===== src/rtl/ripple_seq_adder_ctrl_pkg.sv =====
// Shared types and constants for the multi-word ripple add/subtract sequencer.
package ripple_seq_adder_ctrl_pkg;

    localparam int unsigned SLICE_W = 5;

    typedef enum logic [1:0] {
        IDLE = 2'b00,
        RUN  = 2'b01,
        DONE = 2'b10
    } state_t;

    // Width of a counter able to hold 0..n-1; never narrower than one bit.
    function automatic int unsigned clog2(input int unsigned n);
        int unsigned w;
        int unsigned p;
        w = 0;
        p = 1;
        while (p < n) begin
            p = p << 1;
            w = w + 1;
        end
        return (w == 0) ? 1 : w;
    endfunction

endpackage


===== src/rtl/ripple_seq_adder_ctrl_adder5.sv =====
// 5-bit ripple-carry adder: the single shared datapath slice of the sequencer.
module ripple_adder5
    import ripple_seq_adder_ctrl_pkg::*;
(
    input  logic [SLICE_W-1:0] a,
    input  logic [SLICE_W-1:0] b,
    input  logic               carry_in,
    output logic               carry_out,
    output logic [SLICE_W-1:0] sum
);

    logic [SLICE_W:0] c;

    assign c[0] = carry_in;

    for (genvar i = 0; i < SLICE_W; i++) begin : g_fa
        assign sum[i]   = a[i] ^ b[i] ^ c[i];
        assign c[i + 1] = (a[i] & b[i]) | (c[i] & (a[i] ^ b[i]));
    end

    assign carry_out = c[SLICE_W];

endmodule


===== src/rtl/ripple_seq_adder_ctrl.sv =====
// Sequences a WORDS x 5-bit add/subtract through one shared ripple_adder5,
// least significant slice first, chaining the carry through a register.
module ripple_seq_adder_ctrl
    import ripple_seq_adder_ctrl_pkg::*;
#(
    parameter int unsigned WORDS = 4
) (
    input  logic                       clk,
    input  logic                       rst,
    input  logic                       start,
    input  logic                       sub,
    input  logic                       carry_in,
    input  logic [SLICE_W*WORDS-1:0]   a,
    input  logic [SLICE_W*WORDS-1:0]   b,
    output logic                       busy,
    output logic                       done,
    output logic [SLICE_W*WORDS-1:0]   sum,
    output logic                       carry_out,
    output logic                       overflow
);

    localparam int unsigned W     = SLICE_W * WORDS;
    localparam int unsigned IDX_W = clog2(WORDS);
    localparam logic [IDX_W-1:0] LAST_IDX = IDX_W'(WORDS - 1);

    state_t           state_q, state_d;
    logic [IDX_W-1:0] idx_q, idx_d;
    logic             carry_q, carry_d;
    logic [W-1:0]     a_q, a_d;
    logic [W-1:0]     b_q, b_d;
    logic [W-1:0]     sum_q, sum_d;
    logic             cout_q, cout_d;
    logic             ovf_q, ovf_d;

    logic [SLICE_W-1:0] slice_a;
    logic [SLICE_W-1:0] slice_b;
    logic [SLICE_W-1:0] slice_sum;
    logic               slice_cout;

    assign slice_a = a_q[idx_q * SLICE_W +: SLICE_W];
    assign slice_b = b_q[idx_q * SLICE_W +: SLICE_W];

    ripple_adder5 u_adder (
        .a         (slice_a),
        .b         (slice_b),
        .carry_in  (carry_q),
        .carry_out (slice_cout),
        .sum       (slice_sum)
    );

    always_comb begin
        state_d = state_q;
        idx_d   = idx_q;
        carry_d = carry_q;
        a_d     = a_q;
        b_d     = b_q;
        sum_d   = sum_q;
        cout_d  = cout_q;
        ovf_d   = ovf_q;

        case (state_q)
            IDLE: begin
                if (start) begin
                    a_d     = a;
                    // Subtraction is a + ~b + 1, so the stored B is pre-inverted.
                    b_d     = sub ? ~b : b;
                    carry_d = sub ? 1'b1 : carry_in;
                    idx_d   = '0;
                    sum_d   = '0;
                    state_d = RUN;
                end
            end
            RUN: begin
                sum_d[idx_q * SLICE_W +: SLICE_W] = slice_sum;
                carry_d = slice_cout;
                if (idx_q == LAST_IDX) begin
                    cout_d  = slice_cout;
                    ovf_d   = (a_q[W-1] == b_q[W-1]) && (slice_sum[SLICE_W-1] != a_q[W-1]);
                    state_d = DONE;
                end else begin
                    idx_d = idx_q + 1'b1;
                end
            end
            DONE: begin
                state_d = IDLE;
            end
            default: begin
                state_d = IDLE;
            end
        endcase
    end

    always_ff @(posedge clk or posedge rst) begin
        if (rst) begin
            state_q <= IDLE;
            idx_q   <= '0;
            carry_q <= 1'b0;
            a_q     <= '0;
            b_q     <= '0;
            sum_q   <= '0;
            cout_q  <= 1'b0;
            ovf_q   <= 1'b0;
        end else begin
            state_q <= state_d;
            idx_q   <= idx_d;
            carry_q <= carry_d;
            a_q     <= a_d;
            b_q     <= b_d;
            sum_q   <= sum_d;
            cout_q  <= cout_d;
            ovf_q   <= ovf_d;
        end
    end

    assign busy      = (state_q != IDLE);
    assign done      = (state_q == DONE);
    assign sum       = sum_q;
    assign carry_out = cout_q;
    assign overflow  = ovf_q;

endmodule


===== config.mk =====
export PLATFORM = sky130hd
export DESIGN_NAME = ripple_seq_adder_ctrl
export DESIGN_NICKNAME = d
export VERILOG_FILES = /design/src/rtl/ripple_seq_adder_ctrl_pkg.sv /design/src/rtl/ripple_seq_adder_ctrl_adder5.sv /design/src/rtl/ripple_seq_adder_ctrl.sv
export SDC_FILE = /design/constraint.sdc
export NUM_CORES = 1
export LEC_CHECK = 0
export CAP_MARGIN = 20
export CORE_ASPECT_RATIO = 1.5
export CORE_MARGIN = 8
export CORE_UTILIZATION = 35
export DETAILED_ROUTE_END_ITERATION = 6
export RECOVER_POWER = 100
export SYNTH_ARGS = -nofsm -noshare
export SYNTH_HDL_FRONTEND = slang
export SYNTH_HIERARCHICAL = 1
export SYNTH_SLANG_ARGS = --single-unit

===== constraint.sdc =====
create_clock -name clk -period 4.95 [get_ports clk]
set_input_delay 0.99 -clock clk [delete_from_list [all_inputs] [get_ports clk]]
set_output_delay 0.99 -clock clk [all_outputs]
set_load 0.02 [all_outputs]

## After elaboration in Yosys (flattened, before gate mapping)

Index checks and enable logic that the tools add are counted.
W data, S select, Z words.

| word-level totals | value |
|---|---|
| register bits after elaboration | 67 |
| bits in latches | 0 |
| bits in writable memories | 0 |
| ROM bits | 0 |
| bits of input ports | 45 |
| output and inout bits | 24 |
| word-level logic and storage cells | 71 |
| memories | 0 |

| operators by class | value |
|---|---|
| add/sub/neg operators | 2 |
| $mul | 1 |
| divide/modulo/power cells | 0 |
| order comparisons | 0 |
| equality and inequality tests | 8 |
| shifts and indexed selects | 4 |
| mux-type cells | 13 |
| bitwise gates (word level) | 26 |
| reduce and logical (&&, ||, !) cells | 9 |

Operator list:

| cell | number |
|---|---|
| $mux W20 | 2 |
| $pmux W20 S2 | 1 |
| $shiftx A20 B6 Y5 | 2 |
| $neg A5 Y34 | 1 |
| $shift A5 B34 Y20 const A | 1 |
| $shiftx A5 B34 Y20 | 1 |
| $bwmux W20 | 1 |
| $not A20 Y20 | 1 |
| $and A1 B1 Y1 | 10 |
| $xor A1 B1 Y1 | 10 |
| $mux W2 | 4 |
| $pmux W2 S2 | 2 |
| $reduce_and A2 Y1 | 4 |
| $ne A2 B2 Y1 const B | 3 |
| $mul A2 B3 Y5 const B | 1 |
| $or A1 B1 Y1 | 5 |
| $eq A2 B2 Y1 const B | 2 |
| $reduce_bool A2 Y1 | 2 |
| $reduce_and A3 Y1 | 1 |
| $add A2 B1 Y2 const B | 1 |
| $eq A2 B1 Y1 const B | 1 |
| $logic_not A2 Y1 | 1 |
| $mux W1 | 2 |
| $pmux W1 S2 | 1 |
| 3 further kinds | 3 |

## Logic depth before layout (Yosys ltp)

| depth | value |
|---|---|
| depth after elaboration | 15 |
| gate-level depth with buffers | 14 |
| mapped depth without buffers | 13 |

## Hierarchy

The synthesis kept the hierarchy.

By module, submodules not included:

| module | instances | cells an instance | area an instance (µm²) | seq. area each (µm²) |
|---|---|---|---|---|
| ripple_seq_adder_ctrl | 1 | 282 | 3188.1 | 1676.6 |
| ripple_adder5 | 1 | 15 | 137.6 | 0.0 |

## Worst setup path before layout

Ideal clock, no wire load.

| timing path | value |
|---|---|
| path type | register to register |
| start | reg idx_q[0] |
| end | reg ovf_q, in the netlist overflow |
| library setup time | 83 ps |
| data arrival time | 3565 ps |
| data required time | 4867 ps |
| path slack | 1303 ps |
| cell stages (with the launch flop) | 15 |
| path buffers | 1 |
| period minus slack after synthesis | 3647 ps |
| path through | dfrtp_1 -> buf_4 -> mux4_2 -> fa_1 -> inv_1 -> fa_1 -> inv_1 -> fa_1 -> fa_1 -> inv_1 -> fa_1 -> inv_1 -> nor3b_1 -> a21oi_1 -> o21ai_0 |

| on the way | value |
|---|---|
| cells in the longest elaborated chain, start to end | 14 |
| elaborated cells between the ends (all ways) | 25 |
| those cells by class | 1 x mul; 2 x eq/ne; 2 x shift; 18 x bitwise; 2 x reduce/logical |

RTL lines:

| item | RTL line | source |
|---|---|---|
| start, declared | ripple_seq_adder_ctrl.sv:27 | `logic [IDX_W-1:0] idx_q, idx_d;` |
| start signal, assigned | ripple_seq_adder_ctrl.sv:105 | `idx_q <= idx_d;` |
| $mul A2 B3 Y5 (*) | ripple_seq_adder_ctrl.sv:41 | `assign slice_b = b_q[idx_q * SLICE_W +: SLICE_W];` |
| $shiftx A20 B6 Y5 (*) | ripple_seq_adder_ctrl.sv:41 |  |
| via slice_b[0] | ripple_seq_adder_ctrl.sv:36 | `logic [SLICE_W-1:0] slice_b;` |
| $xor A1 B1 Y1 | ripple_seq_adder_ctrl_adder5.sv:18 | `assign c[i + 1] = (a[i] & b[i]) \| (c[i] & (a[i] ^ b[i]));` |
| $and A1 B1 Y1 | ripple_seq_adder_ctrl_adder5.sv:18 |  |
| $or A1 B1 Y1 (*) | ripple_seq_adder_ctrl_adder5.sv:18 |  |
| $and A1 B1 Y1 (*) | ripple_seq_adder_ctrl_adder5.sv:18 |  |
| $or A1 B1 Y1 (*) | ripple_seq_adder_ctrl_adder5.sv:18 |  |
| $and A1 B1 Y1 (*) | ripple_seq_adder_ctrl_adder5.sv:18 |  |
| $or A1 B1 Y1 (*) | ripple_seq_adder_ctrl_adder5.sv:18 |  |
| $and A1 B1 Y1 (*) | ripple_seq_adder_ctrl_adder5.sv:18 |  |
| $or A1 B1 Y1 (*) | ripple_seq_adder_ctrl_adder5.sv:18 |  |
| $xor A1 B1 Y1 (*) | ripple_seq_adder_ctrl_adder5.sv:17 | `assign sum[i] = a[i] ^ b[i] ^ c[i];` |
| via slice_sum[4] | ripple_seq_adder_ctrl.sv:37 | `logic [SLICE_W-1:0] slice_sum;` |
| $ne A1 B1 Y1 (*) | ripple_seq_adder_ctrl.sv:78 | `ovf_d = (a_q[W-1] == b_q[W-1]) && (slice_sum[SLICE_W-1] != a_q[W-1]);` |
| $logic_and A1 B1 Y1 (*) | ripple_seq_adder_ctrl.sv:78 |  |
| end signal, assigned | ripple_seq_adder_ctrl.sv:111 | `ovf_q <= ovf_d;` |
| end, declared | ripple_seq_adder_ctrl.sv:33 | `logic ovf_q, ovf_d;` |

Mark *: on every way through the listed nets, which the timed path passes. The rest lies on a longest branch.
A chain may end at the register's enable or synchronous reset.

==> results.toml <==
[run_status]
status = "finished, violations left"
violations = "capacitance limit, slew limit"

[sta]
setup_slack_ns = 1.15
fin_crit_sh_pct = 76.7
finalHoldWorstSlack_ns = 0.472
tns_ns = 0
finalHoldViolCount = 0
worstMarginPinSlew_ns = 1.98
achievable-frequency_ghz = 0.263
slew_headroom_pct = -32.0
post-route-min-period_ns = 3.80
rsz0062_at_grt = "no"
drv_slew = 85
clock_skew_ns = 0.00722
finalSetupViolations = 0

[placement]
place_inst = 465
place.detailed.hpwl_um = 5620
place_area_um2 = 4070
io_buffers = 68
pre_cts_ws_ns = 1.20
place.gp.congestion = 0.806

[grt]
grtUsageTotal_pct = 12.7
antenna_found_initial = 0
grt_first_pass_wirelength_um = 12500
first_global_vias = 2520
grt_start_max_net_pins = 46
overflow = 0

[synth]
synthMuxAreaShare_pct = 6.77
synth-compound-area-share_pct = 11.8
synth_seq_cells = 67
yosysTopAreaCell = "dfrtp_1"
netlist_area_um2 = 3330
synthSimpleGateAreaFrac_pct = 15.1
synth_top_family_by_area = "simple AND/OR/NAND/NOR gates"
syn_area_per_cell_um2 = 11.2
ys_types = 33
synth_cells = 297
syn_nets = 353
yosysWarnings = 6
synth_fa_ha_area_share_pct = 5.27
ys_seq_area_share_pct = 50.4
synth-xor-area-share_pct = 5.27
synth_top_area_share_pct = 50.4
synth_area_leaders = "dfrtp_1 50%, nand2_1 9.8%, mux4_2 6.8%, a22o_1 5.3%, xnor2_1 5.3%"

[floorplanning]
die_w_um = 95.6
io_pins = 69
initial_core_util_pct = 35.9
rows = 43
core_area_um2 = 9250
die_area_um2 = 12900
die_h_um = 135

[route]
drt_iter0_drc = 87
viasPerCell = 4.83
drc = 0
vias = 2327
wire_per_inst_um = 15.6
drt_wl_total_um = 7500
postRouteAntennaNets = 0
first_pass_iters = 4

[setup_path]
crit_path_max_fanout = 38
reg2reg_depth = 13
startpoint_type = "input pin"
worstSetupPathType = "in2async"
crit_path_end_kind = "async pin"
worstPathRequired_ns = 5.00
critPathArrivalTime_ns = 3.85

[clock_tree]
clkTransAtPathRegs_ns = 0.05
ctsResizeCount = 0
clock-root-buffer = "clkbuf_16"
numCtsBuffers = 9
h-tree-depth = 3
worstSkewPairLatency_ns = 0.34
hold_buffers = 0
post-cts-setup-buffers = 0
clockBufferDepth = 2
tritoncts = "done"
cts.sinks = 67

[cells_and_area]
areaGrowthSynthToFinish_pct = 29.9
fin_cells = 482
seq_area_um2 = 1680
design_area_um2 = 4320
num-fill-cells = 901
post-route-util_pct = 46.7
insertedDiodeCount = 0
finish.net_count = 421
layout-drive-gt1-share_pct = 8.65
multi_input_area_um2 = 1380

[hold_path]
whs_path_depth = 2
hp-class = "reg2reg"

[pwr]
p_sw_mw = 1.18
ir_drop_mv = 0.352
swShare_pct = 39.2
power.density_nw_per_um2 = 695
seqPwrFrac_pct = 31.7
power_frac_clock_pct = 23.1
p_comb_share_pct = 45.2
power_leakage_nw = 2.04
p_int_mw = 1.82
power_mw = 3.00

[run]
maxCapViolCount = 2
-- layout by cell type, fill, tap and decap left out, drive strengths merged, types with 3 or more instances in the layout --
cell / count
mux4: 10
clkdlybuf4s50: 42
buf: 3
ha: 6
nand2b: 3
inv: 15
nand2: 87
clkbuf: 14
xnor2: 20
clkinv: 3
fa: 5
dfrtp: 67
a21o: 4
o21ai: 25
dlygate4sd3: 26
a22o: 20
-- registers in the layout, summed over array words and instances, names as in the netlist --
signal and flops:
carry_q 1, a_q 20, carry_out 1, b_q 20
sum 20, idx_q 2, state_q 2, overflow 1
-- worst paths after layout --
kind | from | endpoint | slack [ns]
min reg2reg | b_q[12] | b_q[12] | 0.47
min | b_q[12] | b_q[12] | 0.47
max reg2reg | idx_q[0] | overflow | 1.23
min in group asynchronous | rst | sum[11] | 1.39
max | rst | b_q[19] | 1.15
max in group clk | idx_q[0] | overflow | 1.23
-- cells in the mapped netlist --
cell       number
nand3_1         1
o21ai_2        11
clkbuf_1        1
a22o_1         20
or3b_1          1
nor2b_1         2
nand2b_4        1
nand2b_1        2
or2_2           1
nor3b_1         2
o211ai_1        1
a21oi_1         1
nor4b_4         1
nand3b_1        2
nor4_4          2
nor3_2          1
o21ai_0         3
buf_4           3
inv_2           1
o2bb2ai_1       1
dfrtp_1        67
nand2_1        87
fa_1            5
buf_6           5
mux4_2         10
or3_1           1
o21ai_1        11
xnor2_1        20
nor2_1          1
ha_1            6
buf_2           8
a21o_1          4
inv_1          14
-- layer usage --
layer	up-vias	wire, um	global-route usage (%)
li1	1131	-	-
met1	1119	3090	14.9
met2	60	3790	20.0
met3	17	436	4.11
met4	0	188	6.35
met5	-	0	0
-- critical path: stages --
cell and delay, ns:
dlygate4sd3_1 0.53, inv_1 0.81, clkbuf_1 1.50
-- power groups by stage --
stage / combinational [mW] / clock [mW] / sequential, mW
5_1_grt: 1.50 / 0.733 / 0.989
2_1_floorplan: 0.996 / 0 / 0.963
3_3_place_gp: 1.45 / 0 / 0.959
3_5_place_dp: 1.46 / 0 / 0.968
4_1_cts: 1.47 / 0.711 / 0.961
6_report: 1.36 / 0.693 / 0.951
-- kinds of logic (layout without fill, tap and decap cells) --
group,count (synthesis),in the layout
DFF,67,67
AOI/OAI and AO/OA,52,52
muxes,10,10
and+or+nand+nor,105,105
adders and majority gates,11,11
xor gates and xnor gates,20,20
buffers and inverters,32,105
-- area by class of cell --
class,instances,area share [%]
tap,112,3.24
inverter,15,1.30
clock inverter,5,1.74
clock buffer,11,5.85
sequential,67,38.8
multi-input combinational,198,32.0
timing repair buffer,74,17.0
Power figures use the tool's default switching activity.
